--- config.mk ---
export PLATFORM = sky130hd
export DESIGN_NAME = timer_ctrl
export DESIGN_NICKNAME = d
export VERILOG_FILES = /design/src/rtl/timer_ctrl.sv
export SDC_FILE = /design/constraint.sdc
export NUM_CORES = 1
export LEC_CHECK = 0
export ABC_AREA = 0
export CORE_MARGIN = 5
export CORE_UTILIZATION = 28
export DETAILED_ROUTE_END_ITERATION = 16
export HOLD_SLACK_MARGIN = 0.12
export PLACE_DENSITY_LB_ADDON = 0.25
export RECOVER_POWER = 25
export SLEW_MARGIN = 5
export SYNTH_ARGS = -nofsm -noshare
export SYNTH_HDL_FRONTEND = slang
export SYNTH_SLANG_ARGS = --single-unit
export TNS_END_PERCENT = 10
--- constraint.sdc ---
create_clock -name clk -period 4.8 [get_ports clk]
set_clock_uncertainty 0.1 [all_clocks]
set_input_delay 0.72 -clock clk [delete_from_list [all_inputs] [get_ports clk]]
set_output_delay 0.72 -clock clk [all_outputs]
set_load 0.1 [all_outputs]
--- src/rtl/timer_ctrl.sv ---
// timer_ctrl: bus-mapped compare/interrupt stage for the ns hardware timer
// Ports:
//   clk, rst_n          clock, asynchronous active-low reset
//   sel_i, we_i         bus access valid / write (1) or read (0)
//   addr_i, wdata_i     word index and write data
//   rdata_o             registered read data
//   ns_cnt_i            timer ns count
//   overflow_was_i      timer sticky overflow flag
//   to_clear_timer_o    one-cycle synchronous clear request to the timer
//   irq_o               registered level interrupt (PEND & IRQ_EN)
// Registers: 0 CTRL {IRQ_EN,PERIODIC,EN}, 1 CMP, 2 COUNT, 3 STATUS {OVF,PEND}, 4 MCNT
// Optional: define TIMER_CTRL_MATCH_CNT_EN for the saturating match counter at index 4
module timer_ctrl #(
  parameter int NS_CNT_WIDTH = 30,
  parameter int CNT_W = 16
) (
  input  logic                    clk,
  input  logic                    rst_n,
  input  logic                    sel_i,
  input  logic                    we_i,
  input  logic [2:0]              addr_i,
  input  logic [31:0]             wdata_i,
  output logic [31:0]             rdata_o,
  input  logic [NS_CNT_WIDTH-1:0] ns_cnt_i,
  input  logic                    overflow_was_i,
  output logic                    to_clear_timer_o,
  output logic                    irq_o
);
  typedef enum logic [1:0] {IDLE, ARMED, RELOAD, DONE} state_t;
  state_t state, state_n;
  logic en, per, ie, pend, pend_n;
  logic [NS_CNT_WIDTH-1:0] cmp;
  logic wr, rd, wr_ctrl, wr_cmp, wr_cnt, wr_sts, arm, match, hit, unused_ok;
  logic [31:0] mcnt_rd, rd_mux;
  assign wr = sel_i & we_i;
  assign rd = sel_i & ~we_i;
  assign wr_ctrl = wr & (addr_i == 3'd0);
  assign wr_cmp = wr & (addr_i == 3'd1);
  assign wr_cnt = wr & (addr_i == 3'd2);
  assign wr_sts = wr & (addr_i == 3'd3);
  assign arm = wr_ctrl & wdata_i[0];
  assign match = en & (cmp != '0) & (ns_cnt_i >= cmp);
  assign hit = (state == ARMED) & match;
  // Clear is combinational so the timer restarts on the same edge the match
  // is seen; otherwise the count would overshoot CMP by one step in periodic mode.
  // A CTRL write takes priority over the reload, so EN=0 suppresses its clear.
  always_comb begin
    state_n = wr_ctrl ? (wdata_i[0] ? ARMED : IDLE) :
              hit ? (per ? RELOAD : DONE) :
              (state == RELOAD) ? ARMED : state;
    pend_n = hit | (pend & ~(wr_sts & wdata_i[0]));
    to_clear_timer_o = rst_n & (arm | wr_cnt | (hit & per & ~wr_ctrl));
  end
  assign rd_mux = (addr_i == 3'd0) ? {29'b0, ie, per, en} :
                  (addr_i == 3'd1) ? 32'(cmp) :
                  (addr_i == 3'd2) ? 32'(ns_cnt_i) :
                  (addr_i == 3'd3) ? {30'b0, overflow_was_i, pend} :
                  (addr_i == 3'd4) ? mcnt_rd : '0;
  always_ff @(posedge clk or negedge rst_n)
    if (!rst_n) state <= IDLE;
    else state <= state_n;
  always_ff @(posedge clk or negedge rst_n)
    if (!rst_n) begin
      {ie, per, en} <= '0;
      cmp <= '0;
      pend <= 1'b0;
      irq_o <= 1'b0;
      rdata_o <= '0;
    end else begin
      pend <= pend_n;
      irq_o <= pend & ie;
      if (wr_ctrl) {ie, per, en} <= wdata_i[2:0];
      if (wr_cmp) cmp <= wdata_i[NS_CNT_WIDTH-1:0];
      if (rd) rdata_o <= rd_mux;
    end
`ifdef TIMER_CTRL_MATCH_CNT_EN
  logic [CNT_W-1:0] mcnt;
  logic wr_mcnt;
  assign wr_mcnt = wr & (addr_i == 3'd4);
  // A clearing write that coincides with a match leaves the counter at 1.
  always_ff @(posedge clk or negedge rst_n)
    if (!rst_n) mcnt <= '0;
    else if (wr_mcnt) mcnt <= CNT_W'(hit);
    else if (hit && !(&mcnt)) mcnt <= mcnt + CNT_W'(1);
  assign mcnt_rd = 32'(mcnt);
  assign unused_ok = ^wdata_i;
`else
  assign mcnt_rd = '0;
  assign unused_ok = ^{wdata_i, 32'(CNT_W)};
`endif
endmodule

==> flow_summary.json <==
{
  "setup_slack_ps": 874,
  "utilization": 0.399,
  "sw_frac_of_total": 0.370,
  "finish.net_count": 593,
  "final_min_period_over_clock_period": 0.818,
  "drv.max_cap_violation_count": 1,
  "cp_max_fo": 3,
  "filler_cell_count": 1279,
  "ys_async_sr_fraction": 1.00,
  "cpMaxStageDelayCell": "clkdlybuf4s50_1",
  "coreArea_um2": 12600,
  "worst_path_largest_cell_delay_ps": 460,
  "htree_levels": 3,
  "grt_first_pass_wirelength_mm": 17.0,
  "post_drt_via_cell_ratio": 4.78,
  "power.leakage_nw": 2.14,
  "cp_common_cell": "o21a_1",
  "postSynthCellCount": 399,
  "cts.hold.buffers_added": 0,
  "detail_route.drc_violations": 0,
  "ff_to_ff_start": "cmp[29]$_DFFE_PN0P_",
  "critPathKind": "primary input to output port",
  "clock_sinks": 67,
  "synthesized_area_per_cell_um2": 9.02,
  "fin_total_pwr_mw": 2.08,
  "crit_end": "to_clear_timer_o",
  "grt_start_max_net_pins": 68,
  "failing_checks": "capacitance limit, slew limit",
  "setup.worst_path.start_class": "primary input",
  "ys_dominant_reg_cell": "dfrtp_1",
  "grt_overflow": 0,
  "peakVddDrop_v": 0.000198,
  "critical_path.endpoint_type": "output port",
  "io_buffers": 99,
  "final_hold_viol_count": 0,
  "report.final.setup_viol": 0,
  "timing.critical_path.cells": "clkdlybuf4s50_1 > ha_1 > nand4_1 > or2_2 > nor3_1 > o31a_2 > o21a_1 > o21a_1 > buf_4",
  "placement_rows": 41,
  "route.vias.total": 3203,
  "die_w_um": 123,
  "power_per_cell_area_nw_per_um2": 414,
  "vias_in_the_first_global_route": 3297,
  "clockBufferDepth": 2,
  "worst_r2r_endpoint": "state[1]$_DFFE_PN0P_",
  "grtUsageTotal": 0.145,
  "initial_utilization": 0.285,
  "fp.dieH_um": 123,
  "switching_power_mw": 0.770,
  "fmax_mhz": 255,
  "clkLatencyLatePin_ps": 330,
  "synth.lib_cells_used.distinct": 36,
  "synth-edff-count": 0,
  "unrepaired_setup_endpoints_after_global_routing": "no",
  "antennaDiodeCount": 0,
  "cts-root-buf": "clkbuf_16",
  "postRouteAntennaNets": 0,
  "ys.warnings.count": 0,
  "drt-wirelength-per-cell_um": 15.7,
  "worst-r2r-cell-count": 8,
  "reg_power_frac": 0.360,
  "antenna_found_initial": 0,
  "critical_path_required_ps": 3980,
  "cellInternalPower_mw": 1.31,
  "class_of_the_most_critical_hold_timing_path": "flop to flop",
  "ctsResizeCount": 0,
  "cts_setup_buffers": 0,
  "reg2reg_slack_ps": 2520,
  "hpwl_mm": 7.92,
  "num_io_pins": 104,
  "synth_area_um2": 3600,
  "finalWeightedCongestion": 0.851,
  "floorplan.die_area_um2": 15200,
  "status": "complete, but fails checks",
  "fin_hold_ws_ps": 376,
  "period_minus_slack_ps": 3930,
  "cts_made_buffers": 9,
  "initialDrtViolationCount": 163,
  "clk_transition_reported_paths_ps": 60,
  "post_route_cells_drive_above_1_share": 0.0622,
  "ys_seq_elements": 67,
  "crit_start": "ns_cnt_i[29]",
  "area_growth_pct": 40.1,
  "worstMarginPinSlew_ps": 1730,
  "totalWireLength_mm": 10.5,
  "cp_data_arrival_time_ps": 3110,
  "slew_viol_final": 68,
  "clockPowerShare": 0.320,
  "detail_route.first_pass.iterations": 5,
  "setup_tns_ps": 0,
  "ys_seq_area_frac": 0.466,
  "max_slew_margin": -0.154,
  "worst_setup_timing_slack_at_the_placement_stage_ps": 832,
  "cts_tree": "yes",
  "comb_power_share": 0.320
}
metal layers:
metal / track usage / vias up / share of wire
li1: - / 1594 / -
met1: 0.183 / 1503 / 0.43
met2: 0.236 / 92 / 0.48
met3: 0.0439 / 14 / 0.071
met4: 0.0464 / 0 / 0.014
met5: 0 / - / 0
power groups by stage:
stage                     clock (mW)  sequential (mW)  combinational (mW)
final                          0.666            0.751               0.667
after global routing           0.706            0.766               0.735
after CTS                      0.685            0.752               0.678
after detailed placement           0            0.762               0.674
after global placement             0            0.757               0.666
after floorplan                    0            0.945               0.259
worst max-delay path: cells and delay by family:
family | cells | cell delay [ps]
adders and majority gates | 1 | 360
buffers and inverters | 2 | 750
AOI/OAI and AO/OA | 3 | 480
and+or+nand+nor | 3 | 780
sequential cells by signal (all words and copies together), names as in the netlist:
name	count
irq_o	1
en	1
state	2
ie	1
pend	1
per	1
rdata_o	30
cmp	30
metrics by stage:
step	std cells	instance area, µm²
6_report	670	5040
5_1_grt	670	5040
4_1_cts	670	5040
3_5_place_dp	654	4740
3_3_place_gp	654	4740
2_1_floorplan	400	3600
cell usage after synthesis (2+ instances only):
library cell / count / area, µm²
inv_1: 30 / 113
o22ai_1: 2 / 12.5
nand2_1: 79 / 297
buf_2: 3 / 15.0
a21o_1: 2 / 15.0
o21ai_1: 7 / 35.0
o21ai_0: 57 / 285
a21oi_1: 16 / 80.1
dfrtp_1: 67 / 1680
clkbuf_1: 13 / 48.8
nor3_2: 2 / 20.0
nor2_1: 7 / 26.3
nand4_1: 10 / 62.6
buf_4: 5 / 37.5
nor2b_1: 4 / 25.0
ha_1: 30 / 375
mux2_2: 2 / 22.5
nor4_1: 9 / 56.3
nand3_1: 4 / 20.0
o21a_1: 5 / 37.5
a22oi_1: 29 / 218
nand2b_1: 2 / 12.5
layout by cell type (no fill, tap or decap), drive strengths merged, types with 2 or more instances in the layout:
cell type and n:
clkdlybuf4s50 97, nand2 79, dfrtp 67, o21ai 64, inv 30, ha 30, a22oi 29, a21oi 17
clkbuf 12, nand4 10, nor4 9, nor2 8, o21a 5, nand3 4, buf 4, nor2b 4
clkinv 4, nor3 3, o22ai 2, a21o 2, mux2 2, conb 2, nand2b 2
worst min path at each step:
| stage | from | end | slack (ps) | cells past startpoint |
|---|---|---|---|---|
| 2_1_floorplan | rst_n | cmp[0]$_DFFE_PN0P_ | 320 | 0 |
| 3_3_place_gp | rdata_o[8]$_DFFE_PN0P_ | rdata_o[8]$_DFFE_PN0P_ | 360 | 2 |
| 3_5_place_dp | rdata_o[8]$_DFFE_PN0P_ | rdata_o[8]$_DFFE_PN0P_ | 370 | 2 |
| 4_1_cts | rdata_o[8]$_DFFE_PN0P_ | rdata_o[8]$_DFFE_PN0P_ | 380 | 2 |
| 5_1_grt | rdata_o[26]$_DFFE_PN0P_ | rdata_o[26]$_DFFE_PN0P_ | 410 | 2 |
| 6_report | rdata_o[8]$_DFFE_PN0P_ | rdata_o[8]$_DFFE_PN0P_ | 380 | 2 |
layout make-up:
type                       instances  area (µm²)  area share
clock inverter                     6        65.1      0.0129
multi-input combinational        282        1720       0.342
tap                              172         215      0.0427
inverter                          30         113      0.0223
clock buffer                      10         239      0.0474
timing repair buffer             103        1010       0.200
sequential                        67        1680       0.333
kinds of logic (layout without fill, tap and decap cells):
family	Yosys count	count (layout)	synth area share
multiplexers	3	3	0.00904
adder cells (fa/ha/maj)	30	30	0.104
other	1	2	0.00104
AND/OR/NAND/NOR	122	122	0.153
AO/OA/AOI/OAI	125	125	0.207
flip-flops	67	67	0.466
buffers and inverters	51	149	0.0595
Note: power is estimated with default switching activity, not from simulation.
